===== src/rtl/vga_timing_if.sv =====
// Signal bundle between vga_timing, the pixel generator and the output pins.
// test_sel is present only when VGA_TEST_PATTERN_EN is defined.
interface vga_timing_if;
  logic [9:0] h_count;
  logic [9:0] v_count;
  logic       frame_start;
  logic [7:0] rgb_in;
  logic       hsync;
  logic       vsync;
  logic [7:0] rgb_out;
`ifdef VGA_TEST_PATTERN_EN
  logic       test_sel;

  modport master (
    output h_count, v_count, frame_start, hsync, vsync, rgb_out,
    input  rgb_in, test_sel
  );
  modport slave (
    input  h_count, v_count, frame_start, hsync, vsync, rgb_out,
    output rgb_in, test_sel
  );
`else
  modport master (
    output h_count, v_count, frame_start, hsync, vsync, rgb_out,
    input  rgb_in
  );
  modport slave (
    input  h_count, v_count, frame_start, hsync, vsync, rgb_out,
    output rgb_in
  );
`endif
endinterface


===== src/rtl/vga_timing.sv =====
// 640x480@60 raster counters, sync generation and blanked/aligned RGB332 output.
// Optional colour-bar substitution is enabled with VGA_TEST_PATTERN_EN.
module vga_timing #(
  parameter int H_SYNC = 96,
  parameter int H_BP   = 48,
  parameter int H_ACT  = 640,
  parameter int H_FP   = 16,
  parameter int V_SYNC = 2,
  parameter int V_BP   = 33,
  parameter int V_ACT  = 480,
  parameter int V_FP   = 10
) (
  input  logic         clk_25,
  input  logic         rst_n,
  vga_timing_if.master vga
);

  localparam int H_TOT = H_SYNC + H_BP + H_ACT + H_FP;
  localparam int V_TOT = V_SYNC + V_BP + V_ACT + V_FP;

  localparam logic [9:0] H_LAST     = 10'(H_TOT - 1);
  localparam logic [9:0] V_LAST     = 10'(V_TOT - 1);
  localparam logic [9:0] H_SYNC_END = 10'(H_SYNC);
  localparam logic [9:0] V_SYNC_END = 10'(V_SYNC);
  localparam logic [9:0] H_ACT_BEG  = 10'(H_SYNC + H_BP);
  localparam logic [9:0] H_ACT_END  = 10'(H_SYNC + H_BP + H_ACT);
  localparam logic [9:0] V_ACT_BEG  = 10'(V_SYNC + V_BP);
  localparam logic [9:0] V_ACT_END  = 10'(V_SYNC + V_BP + V_ACT);

  logic       r_started;
  logic [9:0] r_h_count;
  logic [9:0] r_v_count;
  logic       r_frame_start;
  logic [9:0] w_h_next;
  logic [9:0] w_v_next;

  logic       w_hs0;
  logic       w_vs0;
  logic       w_act0;
  logic       r_hs1;
  logic       r_vs1;
  logic       r_act1;
  logic       r_hsync;
  logic       r_vsync;
  logic [7:0] r_rgb_out;
  logic [7:0] w_pix1;

  // The first edge after reset release only loads (0,0); counting starts on the next one.
  always_comb begin
    w_h_next = '0;
    w_v_next = '0;
    if (r_started) begin
      if (r_h_count == H_LAST) begin
        w_h_next = '0;
        w_v_next = (r_v_count == V_LAST) ? '0 : r_v_count + 10'd1;
      end else begin
        w_h_next = r_h_count + 10'd1;
        w_v_next = r_v_count;
      end
    end
  end

  always_ff @(posedge clk_25 or negedge rst_n) begin
    if (!rst_n) begin
      r_started     <= 1'b0;
      r_h_count     <= '0;
      r_v_count     <= '0;
      r_frame_start <= 1'b0;
    end else begin
      r_started     <= 1'b1;
      r_h_count     <= w_h_next;
      r_v_count     <= w_v_next;
      r_frame_start <= (w_h_next == '0) && (w_v_next == '0);
    end
  end

  assign w_hs0  = (r_h_count < H_SYNC_END);
  assign w_vs0  = (r_v_count < V_SYNC_END);
  assign w_act0 = (r_h_count >= H_ACT_BEG) && (r_h_count < H_ACT_END) &&
                  (r_v_count >= V_ACT_BEG) && (r_v_count < V_ACT_END);

`ifdef VGA_TEST_PATTERN_EN
  localparam logic [9:0] BAR_W = 10'(H_ACT / 8);

  logic [9:0] w_h_off;
  logic [2:0] w_bar0;
  logic [2:0] r_bar1;
  logic       r_tsel1;

  assign w_h_off = r_h_count - H_ACT_BEG;
  assign w_bar0  = 3'(w_h_off / BAR_W);

  always_ff @(posedge clk_25 or negedge rst_n) begin
    if (!rst_n) begin
      r_bar1  <= '0;
      r_tsel1 <= 1'b0;
    end else begin
      r_bar1  <= w_bar0;
      r_tsel1 <= vga.test_sel;
    end
  end
`endif

  // Stage-1 decodes are gated until counting starts so the load cycle never reaches the pins.
  always_ff @(posedge clk_25 or negedge rst_n) begin
    if (!rst_n) begin
      r_hs1  <= 1'b0;
      r_vs1  <= 1'b0;
      r_act1 <= 1'b0;
    end else begin
      r_hs1  <= w_hs0 & r_started;
      r_vs1  <= w_vs0 & r_started;
      r_act1 <= w_act0 & r_started;
    end
  end

  always_comb begin
    w_pix1 = vga.rgb_in;
`ifdef VGA_TEST_PATTERN_EN
    if (r_tsel1) begin
      case (r_bar1)
        3'd0:    w_pix1 = 8'hFF;
        3'd1:    w_pix1 = 8'hFC;
        3'd2:    w_pix1 = 8'h1F;
        3'd3:    w_pix1 = 8'h1C;
        3'd4:    w_pix1 = 8'hE3;
        3'd5:    w_pix1 = 8'hE0;
        3'd6:    w_pix1 = 8'h03;
        default: w_pix1 = 8'h00;
      endcase
    end
`endif
  end

  always_ff @(posedge clk_25 or negedge rst_n) begin
    if (!rst_n) begin
      r_hsync   <= 1'b1;
      r_vsync   <= 1'b1;
      r_rgb_out <= 8'h00;
    end else begin
      r_hsync   <= ~r_hs1;
      r_vsync   <= ~r_vs1;
      r_rgb_out <= r_act1 ? w_pix1 : 8'h00;
    end
  end

  assign vga.h_count     = r_h_count;
  assign vga.v_count     = r_v_count;
  assign vga.frame_start = r_frame_start;
  assign vga.hsync       = r_hsync;
  assign vga.vsync       = r_vsync;
  assign vga.rgb_out     = r_rgb_out;

endmodule


===== src/flat_wrapper.sv =====
// flat-port wrapper written by rule: the top's interface ports become plain ports
module vga_timing_flat 
#(
  parameter int H_SYNC = 96,
  parameter int H_BP   = 48,
  parameter int H_ACT  = 640,
  parameter int H_FP   = 16,
  parameter int V_SYNC = 2,
  parameter int V_BP   = 33,
  parameter int V_ACT  = 480,
  parameter int V_FP   = 10
)
  (clk_25, rst_n, vga_h_count, vga_v_count, vga_frame_start, vga_hsync, vga_vsync, vga_rgb_out, vga_rgb_in);
  vga_timing_if vga_i ();
  input  logic clk_25;
  input  logic rst_n;
  output wire logic [$bits(vga_i.h_count)-1:0] vga_h_count;
  output wire logic [$bits(vga_i.v_count)-1:0] vga_v_count;
  output wire logic [$bits(vga_i.frame_start)-1:0] vga_frame_start;
  output wire logic [$bits(vga_i.hsync)-1:0] vga_hsync;
  output wire logic [$bits(vga_i.vsync)-1:0] vga_vsync;
  output wire logic [$bits(vga_i.rgb_out)-1:0] vga_rgb_out;
  input wire logic [$bits(vga_i.rgb_in)-1:0] vga_rgb_in;
  assign vga_h_count = vga_i.h_count;
  assign vga_v_count = vga_i.v_count;
  assign vga_frame_start = vga_i.frame_start;
  assign vga_hsync = vga_i.hsync;
  assign vga_vsync = vga_i.vsync;
  assign vga_rgb_out = vga_i.rgb_out;
  assign vga_i.rgb_in = vga_rgb_in;
  vga_timing #(.H_SYNC(H_SYNC), .H_BP(H_BP), .H_ACT(H_ACT), .H_FP(H_FP), .V_SYNC(V_SYNC), .V_BP(V_BP), .V_ACT(V_ACT), .V_FP(V_FP)) u_core (.clk_25(clk_25), .rst_n(rst_n), .vga(vga_i));
endmodule

===== config.mk =====
export PLATFORM = sky130hd
export DESIGN_NAME = vga_timing_flat
export DESIGN_NICKNAME = d
export VERILOG_FILES = /design/src/rtl/vga_timing_if.sv /design/src/rtl/vga_timing.sv /design/src/flat_wrapper.sv
export SDC_FILE = /design/constraint.sdc
export NUM_CORES = 1
export LEC_CHECK = 0
export ABC_AREA = 1
export CAP_MARGIN = 30
export CORE_MARGIN = 2
export CORE_UTILIZATION = 51
export CTS_CLUSTER_SIZE = 12
export DETAILED_ROUTE_END_ITERATION = 7
export PLACE_DENSITY_LB_ADDON = 0.08
export SLEW_MARGIN = 30
export SYNTH_ARGS = -nofsm -noshare
export SYNTH_HDL_FRONTEND = slang
export SYNTH_SLANG_ARGS = --single-unit

===== constraint.sdc =====
create_clock -name clk_25 -period 2 [get_ports clk_25]
set_clock_uncertainty 0.1 [all_clocks]
set_input_delay 0.4 -clock clk_25 [delete_from_list [all_inputs] [get_ports clk_25]]
set_output_delay 0.4 -clock clk_25 [all_outputs]
set_load 0.005 [all_outputs]

==> results of run 1 <==
power groups by stage:
stage                     Combinational, mW  Sequential (mW)  Clock, mW
after floorplan                      0.0311            0.746          0
after global placement               0.0903            0.748          0
after detailed placement             0.0902            0.749          0
after CTS                            0.0908            0.735      0.780
after global routing                  0.117            0.739      0.821
final                                 0.105            0.738      0.764
worst reg2reg max path, stage by stage (launching register included):
cell     delay, ns
dfrtp_1       0.46
ha_4          0.20
nand2_4       0.07
nor2_8        0.18
nand3_4       0.15
nand2_4       0.12
inv_2         0.05
nand2_1       0.08
nand3_1       0.07
nor2_1        0.14
nand3_1       0.10
nor2_1        0.09
worst paths after layout:
kind	start	to	slack, ns	cells past startpoint
worst max-delay path	u_core.vga.h_count[0]	vga_h_count[0]	0.11	2
worst min-delay path	rst_n	u_core.vga.v_count[2]	0.03	2
worst max register to register	u_core.vga.h_count[0]	u_core.vga.frame_start	0.14	11
worst min register to register	u_core.r_vs1	u_core.vga.vsync	0.25	1
max in group asynchronous	rst_n	u_core.vga.hsync	1.43	2
min in group clk_25	u_core.r_vs1	u_core.vga.vsync	0.25	1
sequential cells by signal, indices dropped and copies added, names as in the netlist:
name,count
u_core.vga.vsync,1
u_core.vga.hsync,1
u_core.vga.v_count,10
u_core.vga.h_count,10
u_core.r_hs1,1
u_core.vga.rgb_out,8
u_core.vga.frame_start,1
u_core.r_act1,1
u_core.r_vs1,1
u_core.r_started,1
cell type report:
| type | instances | area, sq um |
|---|---|---|
| clock buffers | 5 | 68.8 |
| well taps | 48 | 60.1 |
| multi-input cells | 174 | 918 |
| clock inverters | 3 | 67.6 |
| inverters | 58 | 218 |
| repair buffers | 49 | 463 |
| fillers | 304 | 1040 |
| flip-flops and latches | 35 | 878 |
stage by stage:
step,TNS (ns),setup WS (ns)
6_report,0,0.110
3_5_place_dp,0,0.141
2_1_floorplan,0,0.348
3_3_place_gp,0,0.169
5_1_grt,-0.00953,-0.00953
4_1_cts,0,0.115
placed cells by master (no fill, tap or decap), drive strengths merged:
master / instances
nand2: 82
inv: 58
clkdlybuf4s50: 39
dfrtp: 33
nand3: 33
nor2: 27
buf: 10
nand4: 8
o21ai: 5
nor3: 5
clkbuf: 5
ha: 5
a21oi: 3
xor2: 2
bufinv: 2
dfstp: 2
nor4: 1
o21bai: 1
o31ai: 1
clkinvlp: 1
conb: 1
logic make-up (layout without fill, tap and decap cells):
logic type | Yosys count | in the layout
simple gates | 156 | 156
xor+xnor | 2 | 2
buf+inv | 62 | 115
other cells | 1 | 1
compound gates | 10 | 10
fa+ha+maj | 5 | 5
flops | 35 | 35
what timing repair did:
item | 4_1_cts | 5_1_grt
setup buffers | 0 | 7
resized for setup | 0 | 5
setup endpoints to repair | 0 | 1
per-layer routing:
| metal | track usage, % | part of all wire (%) | vias to the layer above |
|---|---|---|---|
| li1 | - | - | 933 |
| met1 | 30.2 | 42 | 855 |
| met2 | 38.3 | 50 | 65 |
| met3 | 7.94 | 5.7 | 16 |
| met4 | 8.93 | 2.7 | 0 |
| met5 | 0 | 0 | - |
==> impl_metrics.tcl, run 1 <==
set metrics [dict create \
    die_x_microns 66.7 \
    wire_per_inst_microns 13.0 \
    clk_latency_ns 0.29 \
    crit_chain "buf_4, clkdlybuf4s50_1" \
    worstSetupPathType "flop to output pin" \
    gp_congestion 0.898 \
    port_buffers 40 \
    nets 338 \
    critPathTopFamily "buffers and inverters" \
    synth_async_sr_flop_share_pct 100 \
    ir_worst_vdd_v 0.000504 \
    synth.distinct_cells 27 \
    syn_area_per_cell_sq_um 7.40 \
    drive_gt1_share_pct 12.0 \
    cts_tree "yes" \
    finalHoldViolations 0 \
    synth_top_cell_by_area "dfrtp_1" \
    ys_seq_area_share_pct 43.8 \
    clkTransAtPathRegs_ns 0.07 \
    synthAdderAreaFrac_pct 3.12 \
    layoutNonFillerInstCount 372 \
    htreeDepth 2 \
    synth_warnings 0 \
    finalSetupViolCount 0 \
    intPower_mw 1.28 \
    synth.most_common_cell "nand2_1" \
    crit_path_top_delay_cell "clkdlybuf4s50_1" \
    critPathBufInv 2 \
    cts_made_buffers 5 \
    num_io_pins 41 \
    dieArea_sq_um 4450 \
    leakagePower_nw 1.55 \
    synth_top_area_share_pct 41.2 \
    muxShareOfSynthArea_pct 0 \
    outcome "completed" \
    hp-class "input port to async pin" \
    drcViolationCount 0 \
    required_ns 1.50 \
    clockRootBuffer "clkbuf_8" \
    finalWirelength_microns 4850 \
    drtAntennaViolNets 0 \
    slew_headroom_pct 65.9 \
    swShare_pct 20.6 \
    syn_inst 271 \
    start_util_pct 53.9 \
    whs_ns 0.0310 \
    synth_top_family_by_area "simple AND/OR/NAND/NOR gates" \
    vias_per_cell 5.02 \
    grt_max_degree 36 \
    synthXorXnorAreaFrac_pct 0.874 \
    placed_area_sq_um 2460 \
    grt_first_pass_wirelength_microns 7930 \
    rows 22 \
    synth.net_count 286 \
    power.net_switching_uw 331 \
    dp_cells 357 \
    n_antenna_cell 0 \
    drv_slew 0 \
    crit_fanout 5 \
    die_h_microns 66.7 \
    num_vias 1869 \
    period_minus_slack_ns 1.89 \
    ctsHoldBuffers 0 \
    syn_to_final_growth_pct 33.4 \
    crit_arrival_ns 1.39 \
    antenna_found_initial 0 \
    tightest_slew_ns 0.511 \
    pwr-share-clk_pct 47.5 \
    clockBufferDepth 2 \
    drt_iter0_markers 168 \
    overflow 0 \
    synth_common_cells "nand2_1, inv_1, dfrtp_1" \
    p_comb_share_pct 6.6 \
    worstSetupStartpointType "flop" \
    grt_pass1_vias 1745 \
    design_area_sq_um 2670 \
    drv_cap 0 \
    synth_simple_gate_area_share_pct 37.5 \
    drt_pass1_iterations 4 \
    grt_usage_pct 24.0 \
    ys_seq_elements 35 \
    seq_power_share_pct 45.9 \
    fmax_mhz 529 \
    synth_compound_area_share_pct 2.75 \
    critical_path.max_stage_delay_ns 0.48 \
    synth-edff-count 0 \
    synth_area_leaders "dfrtp_1, nand2_1, inv_1, nand3_1, nor2_1" \
    design.core.area_sq_um 3720 \
    syn_area_sq_um 2000 \
    power_mw 1.61 \
    dp_hpwl_microns 3440 \
    clock_sinks 35 \
    p_per_area_nw_per_um2 601 \
    ys.flop_type "dfrtp_1" \
    cp-end-kind "output pin" \
    utilization_pct 72.0 \
    period_share_pct 94.5 \
]
Note: power is estimated with default switching activity, not from simulation.
==> run 2, diff against run 1 <==
--- a/config.mk
+++ b/config.mk
@@ -11,7 +11,9 @@
 export CORE_UTILIZATION = 51
 export CTS_CLUSTER_SIZE = 12
 export DETAILED_ROUTE_END_ITERATION = 7
+export MAX_ROUTING_LAYER = met4
 export PLACE_DENSITY_LB_ADDON = 0.08
+export SKIP_CTS_REPAIR_TIMING = 1
 export SLEW_MARGIN = 30
 export SYNTH_ARGS = -nofsm -noshare
 export SYNTH_HDL_FRONTEND = slang
==> impl_metrics.tcl, run 2 (synthesis gave the netlist of run 1 again) <==
set metrics [dict create \
    crit_path_top_delay_cell "clkdlybuf4s50_1" \
    design.core.area_sq_um 3720 \
    clockRootBuffer "clkbuf_8" \
    drt_iter0_markers 168 \
    finalWirelength_microns 4840 \
    swShare_pct 20.6 \
    rr_endpoint "u_core.vga.frame_start" \
    power.net_switching_uw 330 \
    multi_input_area_sq_um 918 \
    power_mw 1.61 \
    crit_arrival_ns 1.39 \
    n_antenna_cell 0 \
    drcViolationCount 0 \
    outcome "completed" \
    slew_headroom_pct 65.9 \
    p_per_area_nw_per_um2 601 \
    required_ns 1.50 \
    port_buffers 40 \
    clockBufferDepth 2 \
    r2r_start "u_core.vga.h_count[0]" \
    dp_hpwl_microns 3440 \
    critPathTopFamily "buffers and inverters" \
    grt_max_degree 36 \
    cts_tree "yes" \
    dieArea_sq_um 4450 \
    critical_path.max_stage_delay_ns 0.48 \
    drv_cap 0 \
    seqCellArea_sq_um 878 \
    period_minus_slack_ns 1.89 \
    ir_worst_vdd_v 0.000504 \
    r2r_cells 11 \
    worstSetupPathType "flop to output pin" \
    seq_power_share_pct 45.9 \
    grt_pass1_vias 1745 \
    fillers 304 \
    critPathBufInv 2 \
    design_area_sq_um 2670 \
    gp_congestion 0.913 \
    placed_area_sq_um 2460 \
    start_util_pct 53.9 \
    grt_usage_pct 24.6 \
    cp-end-kind "output pin" \
    crit_chain "buf_4, clkdlybuf4s50_1" \
    finalSetupViolCount 0 \
    final_cell_mix "nand2_1, inv_1, clkdlybuf4s50_1, dfrtp_1, nand3_1" \
    crit_fanout 5 \
    finalHoldViolations 0 \
    cp-startpoint "u_core.vga.h_count[0]" \
    p_comb_share_pct 6.6 \
    vias_per_cell 5.02 \
    drt_pass1_iterations 4 \
    clkTransAtPathRegs_ns 0.07 \
    clk_latency_ns 0.29 \
    wire_per_inst_microns 13.0 \
    drv_slew 0 \
    layout_commonest_cell "nand2_1" \
    overflow 0 \
    leakagePower_nw 1.55 \
    htreeDepth 2 \
    cts_made_buffers 5 \
    syn_to_final_growth_pct 33.4 \
    hp-class "input port to async pin" \
    whs_ns 0.0318 \
    grt_first_pass_wirelength_microns 7940 \
    worstSetupEndpoint "vga_h_count[0]" \
    intPower_mw 1.28 \
    tightest_slew_ns 0.511 \
    path_depth 2 \
    rows 22 \
    drive_gt1_share_pct 12.0 \
    worstSetupStartpointType "flop" \
    num_vias 1867 \
    ff2ff_setup_slack_ns 0.14 \
    pwr-share-clk_pct 47.5 \
    clock_sinks 35 \
    num_io_pins 41 \
    antenna_found_initial 0 \
    nets 338 \
    die_x_microns 66.7 \
    fmax_mhz 529 \
    drtAntennaViolNets 0 \
    period_share_pct 94.5 \
    die_h_microns 66.7 \
]
-- run 2: cell counts in the layout (fill, tap and decap cells not counted) --
No cell type changed its count.
-- run 2: per-stage QoR --
step	utilization [%]	instances	setup TNS (ns)	setup slack (ns)
floorplan	-	271	0	0.348
global placement	66.1	357	0	0.169
detailed placement	66.1	357	0	0.141
CTS	69.8	365	0	0.115
global route	72.0	372	-0.00953	-0.00953
finish	72.0	372	0	0.111
-- run 2: layout make-up --
type	instances	area share, %
multi-input combinational	174	34.3
timing repair buffer	49	17.3
clock inverter	3	2.53
inverter	58	8.14
sequential	35	32.8
clock buffer	5	2.57
tap	48	2.25
-- run 2: worst min path at each step --
stage | endpoint | start | cells after the start
floorplan | u_core.r_act1 | rst_n | 0
global placement | u_core.vga.vsync | u_core.r_vs1 | 1
detailed placement | u_core.vga.vsync | u_core.r_vs1 | 1
CTS | u_core.vga.v_count[3] | rst_n | 2
global route | u_core.vga.v_count[2] | rst_n | 2
finish | u_core.vga.v_count[2] | rst_n | 2
-- run 2: per-layer routing --
| metal | part of all wire (%) | GRT usage, % | vias to the layer above |
|---|---|---|---|
| met4 | 2.7 | 8.93 | 0 |
| met5 | 0 | - | - |
| met3 | 5.5 | 7.77 | 16 |
| li1 | - | - | 932 |
| met2 | 50 | 38.3 | 66 |
| met1 | 42 | 30.3 | 853 |
-- run 2: power by group through the flow --
| stage | logic (mW) | clock network (mW) | registers [mW] |
|---|---|---|---|
| floorplan | 0.0311 | 0 | 0.746 |
| global placement | 0.0903 | 0 | 0.748 |
| detailed placement | 0.0902 | 0 | 0.749 |
| CTS | 0.0908 | 0.780 | 0.735 |
| global route | 0.117 | 0.821 | 0.739 |
| finish | 0.105 | 0.763 | 0.738 |
==> run 3, diff against run 2 <==
--- a/config.mk
+++ b/config.mk
@@ -5,10 +5,10 @@
 export SDC_FILE = /design/constraint.sdc
 export NUM_CORES = 1
 export LEC_CHECK = 0
-export ABC_AREA = 1
-export CAP_MARGIN = 30
+export ABC_AREA = 0
+export CAP_MARGIN = 20
 export CORE_MARGIN = 2
-export CORE_UTILIZATION = 51
+export CORE_UTILIZATION = 50
 export CTS_CLUSTER_SIZE = 12
 export DETAILED_ROUTE_END_ITERATION = 7
 export MAX_ROUTING_LAYER = met4
==> impl_metrics.tcl, run 3 <==
set metrics [dict create \
    n_antenna_cell 0 \
    drv_slew 0 \
    fin_tns_setup_ns -0.229 \
    antenna_found_initial 0 \
    grt_setup_unrepaired "yes" \
    drive_gt1_share_pct 26.4 \
    drcViolationCount 0 \
    syn_area_per_cell_sq_um 10.2 \
    violations "setup timing" \
    grt_pass1_vias 1567 \
    rows 22 \
    required_ns 2.06 \
    clockBufferDepth 2 \
    ir_worst_vdd_v 0.000365 \
    finalSetupViolCount 2 \
    clock_sinks 35 \
    worstSetupPathType "flop to flop" \
    dp_hpwl_microns 3290 \
    crit_arrival_ns 2.24 \
    whs_ns 0.259 \
    cts_tree "yes" \
    clk_latency_ns 0.29 \
    grt_max_degree 36 \
    period_minus_slack_ns 2.17 \
    ys_seq_elements 35 \
    synth_top_cell_by_area "dfrtp_1" \
    finalHoldViolations 0 \
    cp-end-kind "flop" \
    clockRootBuffer "clkbuf_8" \
    ys.flop_type "dfrtp_1" \
    ys_seq_area_share_pct 47.8 \
    fmax_mhz 460 \
    utilization_pct 74.7 \
    htreeDepth 2 \
    syn_area_sq_um 1840 \
    crit_fanout 6 \
    synth_common_cells "dfrtp_1, nor2_1, nand2_1" \
    hp-class "flop to flop" \
    worstSetupStartpointType "flop" \
    nets 275 \
    num_io_pins 41 \
    drv_cap 0 \
    overflow 0 \
    synth_area_leaders "dfrtp_1, xor2_1, nor2_1, and2_1, ha_1" \
    synth-edff-count 0 \
    num_vias 1628 \
    outcome "finished with violations" \
    syn_to_final_growth_pct 46.7 \
    synth_async_sr_flop_share_pct 100 \
    finalWirelength_microns 4640 \
    synth.most_common_cell "dfrtp_1" \
    cts_made_buffers 5 \
    gp_congestion 0.946 \
    wire_per_inst_microns 15.0 \
    die_x_microns 64.6 \
    leakagePower_nw 1.23 \
    dieArea_sq_um 4170 \
    grt_first_pass_wirelength_microns 7710 \
    design.core.area_sq_um 3610 \
    syn_inst 180 \
    final_cell_mix "clkdlybuf4s50_1, buf_4, dfrtp_1, nor2_1, nand2_1" \
    synth_warnings 0 \
    drt_iter0_markers 129 \
    p_per_area_nw_per_um2 555 \
    drtAntennaViolNets 0 \
    clkTransAtPathRegs_ns 0.08 \
    port_buffers 40 \
    synth_top_area_share_pct 45.0 \
    grt_usage_pct 24.4 \
    die_h_microns 64.6 \
    start_util_pct 50.9 \
    period_share_pct 109 \
    synth.distinct_cells 48 \
    vias_per_cell 5.27 \
    power_mw 1.49 \
    setup_ws_ns -0.174 \
    drt_pass1_iterations 4 \
    synth.net_count 195 \
]
-- run 3: layout make-up --
class / count / area (sq um)
clock buffers: 6 / 82.6
multi-input cells: 131 / 911
flip-flops and latches: 35 / 878
repair buffers: 80 / 701
well taps: 48 / 60.1
inverters: 7 / 26.3
clock inverters: 2 / 35.0
fillers: 260 / 912
-- run 3: where the power goes --
| part | internal [mW] | switching [mW] | total [mW] |
|---|---|---|---|
| clock | 0.403 | 0.253 | 0.656 |
| sequential | 0.722 | 0.00942 | 0.731 |
| combinational | 0.0616 | 0.0455 | 0.107 |
-- run 3: final timing paths --
kind                                       startpoint                      to  slack (ns)  cells past startpoint
min in group asynchronous                       rst_n            u_core.r_hs1        0.42                      2
worst max register to register  u_core.vga.h_count[7]  u_core.vga.frame_start       -0.17                      7
worst min-delay path                     u_core.r_vs1        u_core.vga.vsync        0.26                      1
worst min register to register           u_core.r_vs1        u_core.vga.vsync        0.26                      1
worst max-delay path            u_core.vga.h_count[7]  u_core.vga.frame_start       -0.17                      7
max in group asynchronous                       rst_n        u_core.vga.vsync        1.04                      2
-- run 3: metrics by stage --
step / setup slack, ns / cells / cell area (sq um)
4_1_cts: -0.143 / 303 / 2640
3_3_place_gp: -0.0185 / 295 / 2520
2_1_floorplan: -0.0156 / 180 / 1860
3_5_place_dp: -0.0688 / 295 / 2520
5_1_grt: -0.238 / 309 / 2690
6_report: -0.174 / 309 / 2690
-- run 3: cells by family after synthesis --
family	after synthesis	share of synthesized area, %
other cells	1	0.204
flops	35	47.8
simple gates	87	28.5
xor+xnor	16	7.63
compound gates	21	7.70
buf+inv	15	4.77
fa+ha+maj	5	3.41
-- run 3: layer usage --
metal  share of wire, %  global-route usage (%)  wire [microns]  vias to the layer above
met2                 47                    36.3            2170                       61
met1                 46                    35.3            2160                      777
met3                6.3                    4.51             290                        4
met5                  0                       -               0                        -
li1                   -                       -               -                      786
met4               0.47                    5.05              22                        0
-- run 3: critical path: stages, from the launching register on --
cell and delay (ns):
dfrtp_1 0.41, nor4b_4 0.36, buf_4 0.19, nand3_4 0.10, or4_4 0.54, a21boi_2 0.17, a211o_1 0.13, nor4_2 0.05
